**src/rtl/sae_pkg.sv**
```systemverilog
// sae_pkg: types and helpers shared by the streaming SAE engine.
//   sae_mode_t      - transaction opcode carried on in_mode/out_mode
//   SAE_DEFAULT_MOD - default modulus of the engine
//   sae_key_ok()    - key range check, 1 <= key <= mod-1
package sae_pkg;

  typedef enum logic [1:0] {
    SAE_NOP    = 2'b00,
    SAE_KEYGEN = 2'b01,
    SAE_ENC    = 2'b10,
    SAE_DEC    = 2'b11
  } sae_mode_t;

  localparam int unsigned SAE_DEFAULT_MOD = 223;

  function automatic logic sae_key_ok(input int unsigned key, input int unsigned mod);
    return (key >= 32'd1) && (key <= mod - 32'd1);
  endfunction

endpackage

```
**src/rtl/sae_fifo.sv**
```systemverilog
// sae_fifo: synchronous in-order FIFO with a registered occupancy count.
//   clk, reset       - clock, asynchronous active-high reset
//   push_i, wdata_i  - write request and data (ignored when full without a pop)
//   pop_i            - remove the head (ignored when empty)
//   rdata_o          - head entry, meaningful only while count_o != 0
//   count_o          - number of stored entries
module sae_fifo #(
  parameter int WIDTH = 8,
  parameter int DEPTH = 4,
  localparam int PW = $clog2(DEPTH),
  localparam int CW = $clog2(DEPTH + 1)
) (
  input  logic             clk,
  input  logic             reset,
  input  logic             push_i,
  input  logic [WIDTH-1:0] wdata_i,
  input  logic             pop_i,
  output logic [WIDTH-1:0] rdata_o,
  output logic [CW-1:0]    count_o
);

  localparam logic [CW-1:0] FULL_CNT = CW'(DEPTH);
  localparam logic [PW-1:0] LAST_PTR = PW'(DEPTH - 1);

  logic [WIDTH-1:0] mem_q [DEPTH];
  logic [PW-1:0]    wr_ptr_q, rd_ptr_q;
  logic [CW-1:0]    count_q, count_d;
  logic             do_push, do_pop;

  // Pointers wrap at DEPTH, which need not be a power of two.
  function automatic logic [PW-1:0] next_ptr(input logic [PW-1:0] p);
    return (p == LAST_PTR) ? '0 : p + 1'b1;
  endfunction

  assign do_pop  = pop_i && (count_q != '0);
  assign do_push = push_i && ((count_q != FULL_CNT) || do_pop);

  always_comb begin
    // NOTE: every always_comb output gets a default first so no path leaves it unassigned (no latch).
    count_d = count_q;
    unique case ({do_push, do_pop})
      2'b10:   count_d = count_q + 1'b1;
      2'b01:   count_d = count_q - 1'b1;
      default: count_d = count_q;
    endcase
  end

  always_ff @(posedge clk or posedge reset) begin
    // NOTE: sequential state uses non-blocking assignment so all registers update from pre-edge values.
    if (reset) begin
      wr_ptr_q <= '0;
      rd_ptr_q <= '0;
      count_q  <= '0;
    end else begin
      count_q <= count_d;
      if (do_push) wr_ptr_q <= next_ptr(wr_ptr_q);
      if (do_pop)  rd_ptr_q <= next_ptr(rd_ptr_q);
    end
  end

  // NOTE: storage is deliberately not reset; the count alone decides what is valid, and the
  // head is masked by the consumer while empty.
  always_ff @(posedge clk) begin
    if (do_push) mem_q[wr_ptr_q] <= wdata_i;
  end

  assign rdata_o = mem_q[rd_ptr_q];
  assign count_o = count_q;

endmodule

```
**src/rtl/sae_stream.sv**
```systemverilog
// sae_stream: streaming SAE engine (KEYGEN / ENC / DEC modulo MOD).
//   clk, reset                        - clock, asynchronous active-high reset
//   in_valid/in_ready                 - input handshake; in_mode, in_data, in_key
//   out_valid/out_ready               - output handshake; out_data, out_mode, out_err
//   err_cnt                           - saturating count of bad-key transactions
// Stage 1 registers the unreduced sum, stage 2 reduces it into the FIFO.
module sae_stream
  import sae_pkg::*;
#(
  parameter int DATA_W = 8,
  parameter int MOD    = SAE_DEFAULT_MOD,
  parameter int DEPTH  = 4,
  parameter int CNT_W  = 16
) (
  input  logic              clk,
  input  logic              reset,
  input  logic              in_valid,
  output logic              in_ready,
  input  logic [1:0]        in_mode,
  input  logic [DATA_W-1:0] in_data,
  input  logic [DATA_W-1:0] in_key,
  output logic              out_valid,
  input  logic              out_ready,
  output logic [DATA_W-1:0] out_data,
  output logic [1:0]        out_mode,
  output logic              out_err,
  output logic [CNT_W-1:0]  err_cnt
);

  localparam int CW = $clog2(DEPTH + 1);

  if (!((MOD > (2 ** (DATA_W - 1))) && (MOD < (2 ** DATA_W)))) begin : g_bad_mod
    $error("sae_stream: MOD must satisfy 2**(DATA_W-1) < MOD < 2**DATA_W");
  end
  if (DEPTH < 2) begin : g_bad_depth
    $error("sae_stream: DEPTH must be at least 2");
  end

  // The MOD bound keeps every sum below 3*MOD, and 2*MOD fits DATA_W+1 bits.
  localparam logic [DATA_W:0] MOD_S  = (DATA_W + 1)'(MOD);
  localparam logic [DATA_W:0] MOD2_S = (DATA_W + 1)'(2 * MOD);

  typedef struct packed {
    sae_mode_t         mode;
    logic              err;
    logic [DATA_W-1:0] data;
  } entry_t;

  sae_mode_t         mode_in;
  logic              accept, s1_load;
  logic              s1_valid_q, s1_err_q, s1_err_d;
  sae_mode_t         s1_mode_q;
  logic [DATA_W:0]   s1_sum_q, s1_sum_d;
  logic [DATA_W-1:0] reduced;
  entry_t            wr_entry, head;
  logic [CW-1:0]     fifo_count;
  logic [CW:0]       occupancy;
  logic [CNT_W-1:0]  err_cnt_q;

  assign mode_in = sae_mode_t'(in_mode);
  assign accept  = in_valid && in_ready;
  assign s1_load = accept && (mode_in != SAE_NOP);

  // Errored keys load a zero sum, which reduces to the required zero result.
  always_comb begin
    s1_sum_d = '0;
    s1_err_d = !sae_key_ok(32'(in_key), MOD);
    if (!s1_err_d) begin
      unique case (mode_in)
        SAE_KEYGEN:       s1_sum_d = MOD_S - {1'b0, in_key};
        SAE_ENC, SAE_DEC: s1_sum_d = {1'b0, in_data} + {1'b0, in_key};
        default:          s1_sum_d = '0;
      endcase
    end
  end

  always_ff @(posedge clk or posedge reset) begin
    if (reset) begin
      s1_valid_q <= 1'b0;
      s1_mode_q  <= SAE_NOP;
      s1_err_q   <= 1'b0;
      s1_sum_q   <= '0;
    end else begin
      s1_valid_q <= s1_load;
      if (s1_load) begin
        s1_mode_q <= mode_in;
        s1_err_q  <= s1_err_d;
        s1_sum_q  <= s1_sum_d;
      end
    end
  end

  always_comb begin
    if (s1_sum_q >= MOD2_S)     reduced = DATA_W'(s1_sum_q - MOD2_S);
    else if (s1_sum_q >= MOD_S) reduced = DATA_W'(s1_sum_q - MOD_S);
    else                        reduced = DATA_W'(s1_sum_q);
  end

  assign wr_entry = '{mode: s1_mode_q, err: s1_err_q, data: reduced};

  sae_fifo #(.WIDTH($bits(entry_t)), .DEPTH(DEPTH)) u_fifo (
    .clk     (clk),
    .reset   (reset),
    .push_i  (s1_valid_q),
    .wdata_i (wr_entry),
    .pop_i   (out_valid && out_ready),
    .rdata_o (head),
    .count_o (fifo_count)
  );

  // Credit counts the stage-1 entry as already buffered, so stage 1 can always drain
  // and in_ready depends on registered state only.
  assign occupancy = {1'b0, fifo_count} + (CW + 1)'(s1_valid_q);
  assign in_ready  = occupancy < (CW + 1)'(DEPTH);

  assign out_valid = (fifo_count != '0);
  assign out_data  = out_valid ? head.data : '0;
  assign out_mode  = out_valid ? head.mode : SAE_NOP;
  assign out_err   = out_valid && head.err;

  always_ff @(posedge clk or posedge reset) begin
    if (reset) begin
      err_cnt_q <= '0;
    end else if (s1_valid_q && s1_err_q && (err_cnt_q != '1)) begin
      err_cnt_q <= err_cnt_q + 1'b1;
    end
  end

  assign err_cnt = err_cnt_q;

endmodule

```
**config.mk**
```make
export PLATFORM = sky130hd
export DESIGN_NAME = sae_stream
export DESIGN_NICKNAME = d
export VERILOG_FILES = /design/src/rtl/sae_pkg.sv /design/src/rtl/sae_fifo.sv /design/src/rtl/sae_stream.sv
export SDC_FILE = /design/constraint.sdc
export NUM_CORES = 1
export LEC_CHECK = 0
export ABC_AREA = 1
export BUFFER_PORTS_ARGS = -buffer_cell sky130_fd_sc_hd__buf_2
export CAP_MARGIN = 20
export CORE_MARGIN = 5
export CORE_UTILIZATION = 49
export CTS_BUF_LIST = sky130_fd_sc_hd__clkbuf_8
export CTS_CLUSTER_SIZE = 16
export DETAILED_ROUTE_END_ITERATION = 10
export PLACE_DENSITY = 0.71
export SYNTH_ARGS = -nofsm -noshare
export SYNTH_HDL_FRONTEND = slang
export SYNTH_SLANG_ARGS = --single-unit
```
**constraint.sdc**
```tcl
create_clock -name clk -period 1.7 [get_ports clk]
set_clock_uncertainty 0.1 [all_clocks]
set_input_delay 0.085 -clock clk [delete_from_list [all_inputs] [get_ports clk]]
set_output_delay 0.085 -clock clk [all_outputs]
set_load 0.01 [all_outputs]
```
=== Yosys cells after proc, flatten, opt, wreduce, memory -nomap -nowiden ===
Memory sizes are Yosys's and may differ from the RTL's.
Cells that the tools add are included.

* Add/subtract/negate cells: 10
* Magnitude comparators: 5
* Equality and inequality tests: 9
* Mux-type cells: 11
* Reduce and logical (&&, ||, !) cells: 15

{| class="wikitable"
|+ Operators with widths
! kind !! number
|-
| 2-to-1 mux 8 bit || 3
|-
| one-hot mux 9 bit (2 select lines) || 1
|-
| adder 16 x 1 -> 16 bit (second input constant) || 1
|-
| inequality test 16 bit (second input constant) || 1
|-
| subtractor 8 bit (second input constant) || 2
|-
| equality test 2 bit (second input constant) || 5
|-
| adder 8 x 8 -> 9 bit || 1
|-
| >= comparator 9 x 8 -> 1 bit (second input constant) || 1
|-
| >= comparator 9 bit (second input constant) || 1
|-
| logical AND 1 bit || 9
|-
| 2-to-1 mux 9 bit || 1
|-
| subtractor 8 x 8 -> 9 bit (first input constant) || 1
|-
| >= comparator 8 x 1 -> 1 bit (second input constant) || 1
|-
| less-or-equal comparator 8 bit (second input constant) || 1
|-
| 2-to-1 mux 2 bit || 3
|-
| one-hot mux 3 bit (2 select lines) || 1
|-
| adder 2 x 1 -> 2 bit (second input constant) || 2
|-
| adder 3 x 1 -> 4 bit || 1
|-
| equality test 2 x 1 -> 1 bit (second input constant) || 2
|-
| < comparator 4 x 3 -> 1 bit (second input constant) || 1
|-
| nonzero test 2 bit || 2
|-
| adder 3 x 1 -> 3 bit (second input constant) || 1
|-
| inequality test 3 bit (second input constant) || 1
|-
| nonzero test 3 bit || 1
|-
| other kinds (5) || 6
|}

* Register bits: 36
* Memory bits (writable): 44
* Output and inout bits: 29
* Logic and storage cells: 59
* Memories kept: 1

{| class="wikitable"
|+ Memory list
! name !! words !! width !! read ports !! clocked after memory_dff !! write ports !! RTL line !! source
|-
| u_fifo.mem_q || 4 || 11 || 1 || 0 || 1 || sae_fifo.sv:25 || <nowiki>logic [WIDTH-1:0] mem_q [DEPTH];</nowiki>
|}

=== Logic depth before layout (Yosys ltp) ===
* Depth in word-level cells: 7
* Mapped depth: 12

=== Cells and area by module ===
From an unflattened synthesis, not the netlist that was laid out.

* Cell total of the unflattened synthesis: 555
* Area total of the unflattened synthesis: 4690.7 um2

{| class="wikitable"
|+ Modules (own cells, without submodules)
! module !! instances !! cells an instance !! area each (um2) !! seq. area each (um2)
|-
| sae_stream || 1 || 389 || 2587.5 || 725.7
|-
| sae_fifo || 1 || 166 || 2103.3 || 1496.4
|}

=== Least setup slack after synthesis ===
OpenSTA, ideal clock, no wires.

* Path kind: register to register
* Start: register s1_sum_q[1]
* End: memory u_fifo.mem_q[0][0] in the netlist's numbering (data pin)
* Setup time: 257 ps
* Data arrival time: 1508 ps
* Path slack: -165 ps
* Stages on the path, launching flop included: 10
* Path buffers: 0
* Period minus slack after synthesis: 1865 ps
* Cells stage by stage: dfrtp_1 -> ha_1 -> inv_1 -> nor2_4 -> a21oi_1 -> o21ai_4 -> nand2_2 -> nand3_1 -> nand2_1 -> inv_1

* Longest elaborated chain between the ends: 3

{| class="wikitable"
|+ RTL lines
! what !! RTL line !! source
|-
| start: declaration || sae_stream.sv:53 || <nowiki>logic [DATA_W:0] s1_sum_q, s1_sum_d;</nowiki>
|-
| start signal: assignment || sae_stream.sv:88 || <nowiki>s1_sum_q <= s1_sum_d;</nowiki>
|-
| >= comparator 9 x 8 -> 1 bit || sae_stream.sv:95 || <nowiki>else if (s1_sum_q >= MOD_S) reduced = DATA_W'(s1_sum_q - MOD_S);</nowiki>
|-
| 2-to-1 mux 8 bit || sae_stream.sv:95 ||
|-
| 2-to-1 mux 8 bit (*) || sae_stream.sv:94 || <nowiki>if (s1_sum_q >= MOD2_S) reduced = DATA_W'(s1_sum_q - MOD2_S);</nowiki>
|-
| via reduced[0] || sae_stream.sv:54 || <nowiki>logic [DATA_W-1:0] reduced;</nowiki>
|-
| end: declaration || sae_fifo.sv:25 ||
|}

The timed path passes the listed nets; every way through them passes the cells marked *.

=== Worst setup path in the final report ===
* Start: register s1_sum_q[1]
* End: memory u_fifo.mem_q[1][7] in the netlist's numbering (data pin)

* Longest elaborated chain between the ends: 3

{| class="wikitable"
|+ RTL lines
! what !! RTL line
|-
| subtractor 8 bit / >= comparator 9 x 8 -> 1 bit (equally long branches) || sae_stream.sv:95
|-
| 2-to-1 mux 8 bit || sae_stream.sv:95
|-
| 2-to-1 mux 8 bit (*) || sae_stream.sv:94
|-
| via reduced[7] || sae_stream.sv:54
|}

Marked as above.

==> results.md <==
- Status: complete, but fails checks
- Failing checks: negative setup slack
- Num CTS Buffers: 9
- Clock tree root buffer cell: clkbuf_8
- Final setup margin: -0.100 ns
- DRC viols: 0
- Crit path kind: reg2reg
- Ports: 51
- Tot Pwr: 0.00967 W
- Die height: 108 µm
- Routed WL per cell: 14.0 µm
- Final period util: 106%
- Worst vdd ir: 0.758 mV
- Top-area cell type share of the netlist area: 28.2%
- Core area: 9280 µm²
- Clk buf depth: 2
- Hold Worst Slack: 0.00173 ns
- Reg2Reg Depth: 8
- Area delta synth->final: 34.9%
- Max Clk Rate: 0.555 GHz
- Distinct cells, synth: 36
- Max Transition Viols Final: 0
- Post-route ant nets: 0
- Die W: 108 µm
- CP Max Fanout: 6
- Critical Path Source Type: flop
- Min-Delay Path Class: in2reg
- Minimum clock period: 1.80 ns
- Synthesized area: 4680 µm²
- Required time worst endpoint: 1.69 ns
- WL final: 11.6 mm
- Finished Layout Cells: 832
- Synth async-reset ratio: 45.0%
- Commonest non-fill, non-tap cells in the layout: nand2_1 (129), nor2_1 (56), buf_4 (56)
- Via count: 4249
- Post-synth EDFFs: 44
- DIE AREA: 11600 µm²
- CTS tree: yes
- Final hold vios: 0
- Static Leakage: 2.95 nW
- Commonest non-fill, non-tap cell in the layout: nand2_1
- GRT Total Usage: 19.7%
- Vias in the first global route: 3910
- Iter 0 DRT Violations: 279
- Sum Neg Setup Slack: -3.05 ns
- WHS Path Cells: 4
- Leading register cell type out of synthesis: edfxtp_1
- Clk pin slew, worst setup/hold paths: 0.09 ns
- DR pass1 iterations: 5
- RSZ-0062 raised after global routing: yes
- Std cell rows: 35
- Sequential area share after synthesis: 47.4%
- Layout cell share with drive strength beyond 1: 35.3%
- CTS sink cnt: 80
- # placed instances: 789
- Post-Syn Nets: 613
- Setup violations, final: 49
- Top cells by area, synth: edfxtp_1 (28%), dfrtp_1 (19%), nand2_1 (13%)
- Initial core utilization: 50.4%
- Worst EP arrival: 1.79 ns
- Layout fillers: 755
- Latest clock arrival within the worst-skew pair: 0.35 ns
- Largest net degree at the start of global routing: 37
- Initial antenna violation count: 0
- Worst setup EP type: flop
- Global-route wire length before repair: 18.4 mm
- Total of max-cap violations: 0
- Antenna diodes: 0
- # nets final: 741
- Gpl congestion: 0.885
- Cell taking the most area after synthesis: edfxtp_1
- Port bufs: 50
- GRT overflow: 0
- DP HPWL: 7.98 mm
- Syn. warnings: 0
- Syn Inst Count: 570
- Via density: 5.11
- Pwr dens: 1530 nW/µm²
- Number of synthesized register bits: 80
- Final Util: 68.0%
- Mapped Avg Cell Area: 8.22 µm²
- Slew of the pin with the lowest slew margin: 0.484 ns
- Max-slew headroom: 67.5%
- H-tree levels: 3
area by class of cell:
type                       count  area (µm²)  area share [%]
multi-input combinational    410        2480            39.2
clock inverter                 7        71.3            1.13
timing repair buffer         130         986            15.6
clock buffer                   9         124            1.96
sequential                    80        2230            35.3
inverter                      66         260            4.12
tap                          129         161            2.55
timing repair inverter         1        7.51           0.119
final timing paths:
kind / startpoint / end / slack [ns]
worst max-delay path: s1_sum_q[1] / u_fifo.mem_q[1][7] / -0.10
worst max register to register: s1_sum_q[1] / u_fifo.mem_q[1][7] / -0.10
worst min register to register: s1_mode_q[0] / u_fifo.mem_q[2][9] / 0.42
min in group asynchronous: reset / err_cnt[1] / 0.27
max in group asynchronous: reset / s1_valid_q / 0.86
worst min-delay path: in_key[1] / s1_sum_q[1] / 0.002
report_power, final:
group / total [W] / internal (W) / switching (W) / leakage (nW)
combinational: 0.00500 / 0.00220 / 0.00279 / 1.99
sequential: 0.00329 / 0.00279 / 0.000500 / 0.861
clock: 0.00138 / 0.000678 / 0.000706 / 0.0933
what timing repair did:
| item | CTS | global route |
|---|---|---|
| endpoints found under the hold margin | 39 | 0 |
| hold buffers | 4 | 0 |
| resized for setup | 27 | 113 |
| gates cloned | 2 | 6 |
| buffers inserted | 5 | 11 |
| pin swaps | 14 | 46 |
| setup endpoints to repair | 54 | 70 |
state kept, by name (all words and copies together), names as in the netlist:
signal and flops:
err_cnt 16, s1_err_q 1, s1_mode_q 2, s1_sum_q 9, s1_valid_q 1, u_fifo.count_o 3, u_fifo.mem_q 44, u_fifo.rd_ptr_q 2
u_fifo.wr_ptr_q 2
metal layers:
| layer | vias up | share of wire [%] | global-route usage (%) |
|---|---|---|---|
| met1 | 1998 | 43 | 26.4 |
| met2 | 118 | 51 | 32.9 |
| met5 | - | 0 | 0 |
| met4 | 0 | 1.5 | 6.40 |
| met3 | 21 | 4.5 | 2.70 |
| li1 | 2112 | - | - |
critical path, stage by stage, from the launching register on:
cell	delay (ns)
dfrtp_2	0.48
ha_4	0.19
inv_4	0.06
nor2_4	0.06
a21oi_4	0.18
o21ai_4	0.11
buf_4	0.16
nand4_1	0.10
nand2_2	0.10
synth_stat cells, types with 3 or more instances:
library cell,instances
edfxtp_1,44
nor2_1,84
nor3_1,4
nand2_1,156
o21ai_0,39
ha_1,19
nand3b_1,3
nand4_1,8
dfrtp_1,36
xor2_1,18
o21ai_2,5
inv_1,66
a21oi_1,20
nand3_1,28
xnor2_1,4
clkbuf_1,6
kinds of logic after synthesis:
kind of cell,synth area share (%)
AND/OR/NAND/NOR,26.5
AO/OA/AOI/OAI,8.58
XOR/XNOR,4.11
adder cells (fa/ha/maj),5.93
flip-flops,47.4
buffers and inverters,7.45
metrics by stage:
stage          area (µm²)  worst slack (ns)
4_1_cts              5860           -0.0502
3_3_place_gp         5470           -0.0244
3_5_place_dp         5470            -0.114
2_1_floorplan        4730            -0.125
6_report             6320            -0.100
5_1_grt              6320            -0.181
No activity file was read; power rests on OpenSTA's default activity.
